$ cat src/rtl/cpu_pkg.sv
// Shared CPU constants: datapath widths, register-zero index and writeback
// source encodings used by the MEM/WB stage.
package cpu_pkg;

    localparam int DATA_W = 32;
    localparam int ADDR_W = 5;

    localparam logic [ADDR_W-1:0] REG_ZERO = 5'd0;

    localparam logic MEMTOREG_ALU = 1'b0;
    localparam logic MEMTOREG_MEM = 1'b1;

    typedef enum logic {
        WB_SRC_ALU = MEMTOREG_ALU,
        WB_SRC_MEM = MEMTOREG_MEM
    } wb_src_e;

    function automatic wb_src_e wb_src(input logic mem_to_reg);
        return (mem_to_reg == MEMTOREG_MEM) ? WB_SRC_MEM : WB_SRC_ALU;
    endfunction

endpackage

$ cat src/rtl/wb_bypass_mux.sv
// One decode read port's writeback bypass: forward the in-flight write data
// when the RegisterFile is being written to the register being read.
`ifdef WB_BYPASS_EN
module wb_bypass_mux #(
    parameter int DATA_W = 32,
    parameter int ADDR_W = 5
) (
    input  logic              reg_write,
    input  logic [ADDR_W-1:0] write_idx,
    input  logic [DATA_W-1:0] write_data,
    input  logic [ADDR_W-1:0] read_idx,
    input  logic [DATA_W-1:0] reg_in,
    output logic [DATA_W-1:0] reg_fwd
);

    logic hit;

    // reg_write is already low for $0, so reads of $0 never forward
    assign hit     = reg_write && (write_idx == read_idx);
    assign reg_fwd = hit ? write_data : reg_in;

endmodule
`endif

$ cat src/rtl/wb_stage_writer.sv
// MEM/WB pipeline register, writeback mux and retired-instruction counter.
// Define WB_BYPASS_EN to add the same-cycle write/read bypass ports.
module wb_stage_writer #(
    parameter int DATA_W = 32,
    parameter int ADDR_W = 5
) (
    input  logic              CLK,
    input  logic              RST_N,
    input  logic              stall,
    input  logic              flush,
    input  logic              in_valid,
    input  logic              in_RegWrite,
    input  logic              in_MemtoReg,
    input  logic [ADDR_W-1:0] in_write,
    input  logic [DATA_W-1:0] in_aluResult,
    input  logic [DATA_W-1:0] in_readData,
`ifdef WB_BYPASS_EN
    input  logic [ADDR_W-1:0] read1,
    input  logic [ADDR_W-1:0] read2,
    input  logic [DATA_W-1:0] register1_in,
    input  logic [DATA_W-1:0] register2_in,
    output logic [DATA_W-1:0] register1_fwd,
    output logic [DATA_W-1:0] register2_fwd,
`endif
    output logic              RegWrite,
    output logic [ADDR_W-1:0] write,
    output logic [DATA_W-1:0] writeData,
    output logic [DATA_W-1:0] retired
);

    import cpu_pkg::*;

    logic              valid_q, valid_d;
    logic              reg_write_q, reg_write_d;
    logic              mem_to_reg_q, mem_to_reg_d;
    logic [ADDR_W-1:0] write_q, write_d;
    logic [DATA_W-1:0] alu_result_q, alu_result_d;
    logic [DATA_W-1:0] read_data_q, read_data_d;
    logic [DATA_W-1:0] retired_q, retired_d;
    logic              retire;

    // An occupied slot leaves the stage when it is flushed or not held
    assign retire = valid_q && (flush || !stall);

    always_comb begin
        valid_d      = valid_q;
        reg_write_d  = reg_write_q;
        mem_to_reg_d = mem_to_reg_q;
        write_d      = write_q;
        alu_result_d = alu_result_q;
        read_data_d  = read_data_q;
        retired_d    = retired_q;
        if (retire) begin
            retired_d = retired_q + DATA_W'(1);
        end
        if (flush) begin
            valid_d = 1'b0;
        end else if (!stall) begin
            valid_d      = in_valid;
            reg_write_d  = in_RegWrite;
            mem_to_reg_d = in_MemtoReg;
            write_d      = in_write;
            alu_result_d = in_aluResult;
            read_data_d  = in_readData;
        end
    end

    always_ff @(posedge CLK) begin
        if (!RST_N) begin
            valid_q      <= 1'b0;
            reg_write_q  <= 1'b0;
            mem_to_reg_q <= MEMTOREG_ALU;
            write_q      <= '0;
            alu_result_q <= '0;
            read_data_q  <= '0;
            retired_q    <= '0;
        end else begin
            valid_q      <= valid_d;
            reg_write_q  <= reg_write_d;
            mem_to_reg_q <= mem_to_reg_d;
            write_q      <= write_d;
            alu_result_q <= alu_result_d;
            read_data_q  <= read_data_d;
            retired_q    <= retired_d;
        end
    end

    assign RegWrite  = valid_q && reg_write_q
                     && (write_q != ADDR_W'(REG_ZERO));
    assign write     = write_q;
    assign writeData = (wb_src(mem_to_reg_q) == WB_SRC_MEM)
                     ? read_data_q : alu_result_q;
    assign retired   = retired_q;

`ifdef WB_BYPASS_EN
    wb_bypass_mux #(
        .DATA_W(DATA_W),
        .ADDR_W(ADDR_W)
    ) u_bypass1 (
        .reg_write (RegWrite),
        .write_idx (write),
        .write_data(writeData),
        .read_idx  (read1),
        .reg_in    (register1_in),
        .reg_fwd   (register1_fwd)
    );

    wb_bypass_mux #(
        .DATA_W(DATA_W),
        .ADDR_W(ADDR_W)
    ) u_bypass2 (
        .reg_write (RegWrite),
        .write_idx (write),
        .write_data(writeData),
        .read_idx  (read2),
        .reg_in    (register2_in),
        .reg_fwd   (register2_fwd)
    );
`endif

endmodule
$ cat config.mk
export PLATFORM = sky130hd
export DESIGN_NAME = wb_stage_writer
export DESIGN_NICKNAME = d
export VERILOG_FILES = /design/src/rtl/cpu_pkg.sv /design/src/rtl/wb_bypass_mux.sv /design/src/rtl/wb_stage_writer.sv
export SDC_FILE = /design/constraint.sdc
export NUM_CORES = 1
export LEC_CHECK = 0
export CAP_MARGIN = 20
export CORE_ASPECT_RATIO = 1.75
export CORE_MARGIN = 1.5
export CORE_UTILIZATION = 49
export CTS_BUF_LIST = sky130_fd_sc_hd__clkbuf_16
export CTS_CLUSTER_SIZE = 25
export DETAILED_ROUTE_END_ITERATION = 7
export PLACE_DENSITY = 0.85
export SYNTH_ARGS = -nofsm -noshare
export SYNTH_HDL_FRONTEND = slang
export SYNTH_SLANG_ARGS = --single-unit
$ cat constraint.sdc
create_clock -name CLK -period 3.1 [get_ports CLK]
set_input_delay 0.31 -clock CLK [delete_from_list [all_inputs] [get_ports CLK]]
set_output_delay 0.31 -clock CLK [all_outputs]
set_load 0.01 [all_outputs]
==> summary.txt <==
Number of synthesized flops with an enable pin: 0
Hold Fails Final Rpt: 0
Average cell area after synthesis: 8.271 um2
Hold_buf cts: 0
Skew final: 0.003526 ns
# DRC: 0
Critical path arrival: 1.85 ns
Main synth FF type: dfxtp_1
Die ar.: 9527 um2
Clock Power Share: 36.9%
H-tree depth: 3
Placed inst area: 5941 um2
Num ports: 146
Post-Syn Area: 4375 um2
Slew Viols, Final: 0
Vias in the first global route: 4107
Netlist cell types: 34
Die X: 74.43 um
Setup TNS: 0 ns
1st-pass router iterations: 4
Register-to-register setup slack: 1.02 ns
Lkg Pwr: 2.246 nW
Initial antenna violation count: 0
Hold crit path type: flip-flop to flip-flop
Slew Limit Headroom: 45.64%
Crit path kind: flip-flop to output port
Drt total wl: 11990 um
Port bufs: 145
Combinational group share of total power: 11.8%
RSZ-0062 raised after global routing: false
Clock Sinks: 104
Top achievable clock speed: 462.7 MHz
Root Driver: clkbuf_16
Avg WL per Cell: 15.34 um
Part of the cycle the worst path needs: 69.71%
Layout cell share with drive strength beyond 1: 9.474%
Outcome: finished clean
VDD IR-drop max: 296.8 uV
Finish-stage setup viols: 0
CTS tree: done
Hold depth: 2
CTS buffer count: 9
Worst R2R Path Depth: 6
Via/cell ratio: 5.371
Power Density: 440.2 nW/um2
Grt ovf: 0
GRT Total Usage: 25.70%
P_sw: 633.0 uW
Post-DP HPWL: 8668 um
Synthesized flop and latch total: 104
Routed via count: 4200
Detailed Route Iter0 Violations: 246
Global-route wire length before repair: 18930 um
Clk_lat worst skew: 0.34 ns
Async S/R FF share, synth: 0%
Max Cap Viol: 0
Final #Nets: 738
Flop pwr share: 51.3%
Die height: 128.0 um
N_diodes: 0
Min Tclk post-route: 2.161 ns
Largest net degree at the start of global routing: 48
Post-Syn Instances: 529
Critical Path Start Type: flip-flop
Sequential share of the synthesized area: 47.58%
Setup bufs post-CTS: 0
Slew @ Worst Pin: 0.8154 ns
Mapped Nets: 606
Initial Util: 50.46%
Core Footprint: 8671 um2
Post-CTS sizing: 0
Switching share of power: 23.18%
Clock Path Buffers: 2
Placer congestion estimate: 0.8812
ANT nets after route: 0
Int Power: 2.098 mW
Area growth syn-to-layout: 41.78%
CP max FO: 21
Reg clk slew, reported paths: 0.06 ns
Synth Warn #: 0
Final instance area: 6203 um2
Req. time, crit path: 2.79 ns
Row count: 45
CP endpoint kind: output port
[synthesized netlist by cell type (2+ instances only)]
cell | n | share of area, %
nand4_1 | 11 | 1.6
nor2_1 | 28 | 2.4
mux2_2 | 32 | 8.2
nand2b_1 | 4 | 0.57
dfxtp_1 | 104 | 48
nor3_1 | 2 | 0.23
nand3_1 | 15 | 1.7
and2_1 | 2 | 0.29
clkbuf_1 | 30 | 2.6
xor2_1 | 16 | 3.2
inv_1 | 2 | 0.17
or3_1 | 5 | 0.71
and4_1 | 3 | 0.60
or4_1 | 2 | 0.34
nor4_1 | 3 | 0.43
and3_1 | 6 | 0.86
o21ai_0 | 5 | 0.57
nand2_1 | 159 | 14
mux2i_1 | 3 | 0.69
a21oi_1 | 78 | 8.9
o31ai_1 | 2 | 0.34
xnor2_1 | 5 | 1.0
[final cells by class]
class                           count  area [um2]
Clock buffer                        9       225.2
Clock inverter                      6       37.54
Fill cell                         722        2467
Inverter                            2       7.507
Multi-Input combinational cell    392        2176
Sequential cell                   104        2082
Tap cell                          117       146.4
Timing Repair Buffer              152        1529
[registers in the layout, indices dropped and copies added, names as in the netlist]
register      cells
alu_result_q     32
read_data_q      32
retired          32
write             5
mem_to_reg_q      1
reg_write_q       1
valid_q           1
[stage by stage]
step,worst slack (ns),hold slack (ns),util (%),total power [mW],std cells
global placement,0.8419,0.4385,68.51,1.743,767
finish,0.9389,0.4509,71.54,2.731,782
CTS,0.9350,0.4529,71.54,2.755,782
global route,0.8504,0.4743,71.54,2.841,782
floorplan,1.316,0.3893,-,1.564,529
detailed placement,0.7397,0.4439,68.51,1.752,767
[path summary, 6_finish.rpt]
path	start	to
worst min-delay path	read_data_q[21]	read_data_q[21]
worst max-delay path	mem_to_reg_q	writeData[3]
worst min register to register	read_data_q[21]	read_data_q[21]
worst max register to register	retired[0]	retired[28]
[layout by cell type (no fill, tap or decap), types with 2 or more instances in the layout]
master and n:
nand2_1 159, clkdlybuf4s50_1 145, dfxtp_1 104, a21oi_1 78, mux2_2 32, nor2_1 27
xor2_1 16, nand3_1 15, nand4_1 11, clkbuf_16 9, and3_1 6, or3_1 5
o21ai_0 5, xnor2_1 5, buf_4 5, nand2b_1 4, and4_1 3, nor4_1 3
mux2i_1 3, and2_1 2, o31ai_1 2, or4_1 2, nor3_1 2, clkinvlp_4 2
clkinv_2 2, buf_12 2
[worst max-delay path: stages (launching register included)]
cell and delay [ns]:
dfxtp_1 0.33, buf_4 0.30, mux2_2 0.38, clkdlybuf4s50_1 0.49
[per-layer routing]
metal  share of wire, %  global-route usage, %  wire length [um]
met1                 38                  27.47              4500
met2                 54                  45.96              6423
met3                5.3                  5.818               632
met4                3.6                  12.41               437
met5                  0                      0                 0
[kinds of logic (layout without fill, tap and decap cells)]
group | Yosys count | after routing | synth area share [%]
xor gates and xnor gates | 21 | 21 | 4.203
AOI/OAI and AO/OA | 87 | 87 | 10.24
buffers and inverters | 33 | 169 | 2.860
DFF | 104 | 104 | 47.58
muxes | 35 | 35 | 8.922
adders and majority gates | 1 | 1 | 0.2859
and+or+nand+nor | 248 | 248 | 25.91
[power groups by stage]
stage,Combinational [mW],Sequential (mW),Clock [mW]
after floorplan,0.138,1.43,0
after global placement,0.315,1.43,0
after CTS,0.323,1.40,1.03
after global routing,0.349,1.41,1.09
after detailed placement,0.321,1.43,0
final,0.321,1.40,1.01
No activity file was read; power rests on OpenSTA's default activity.
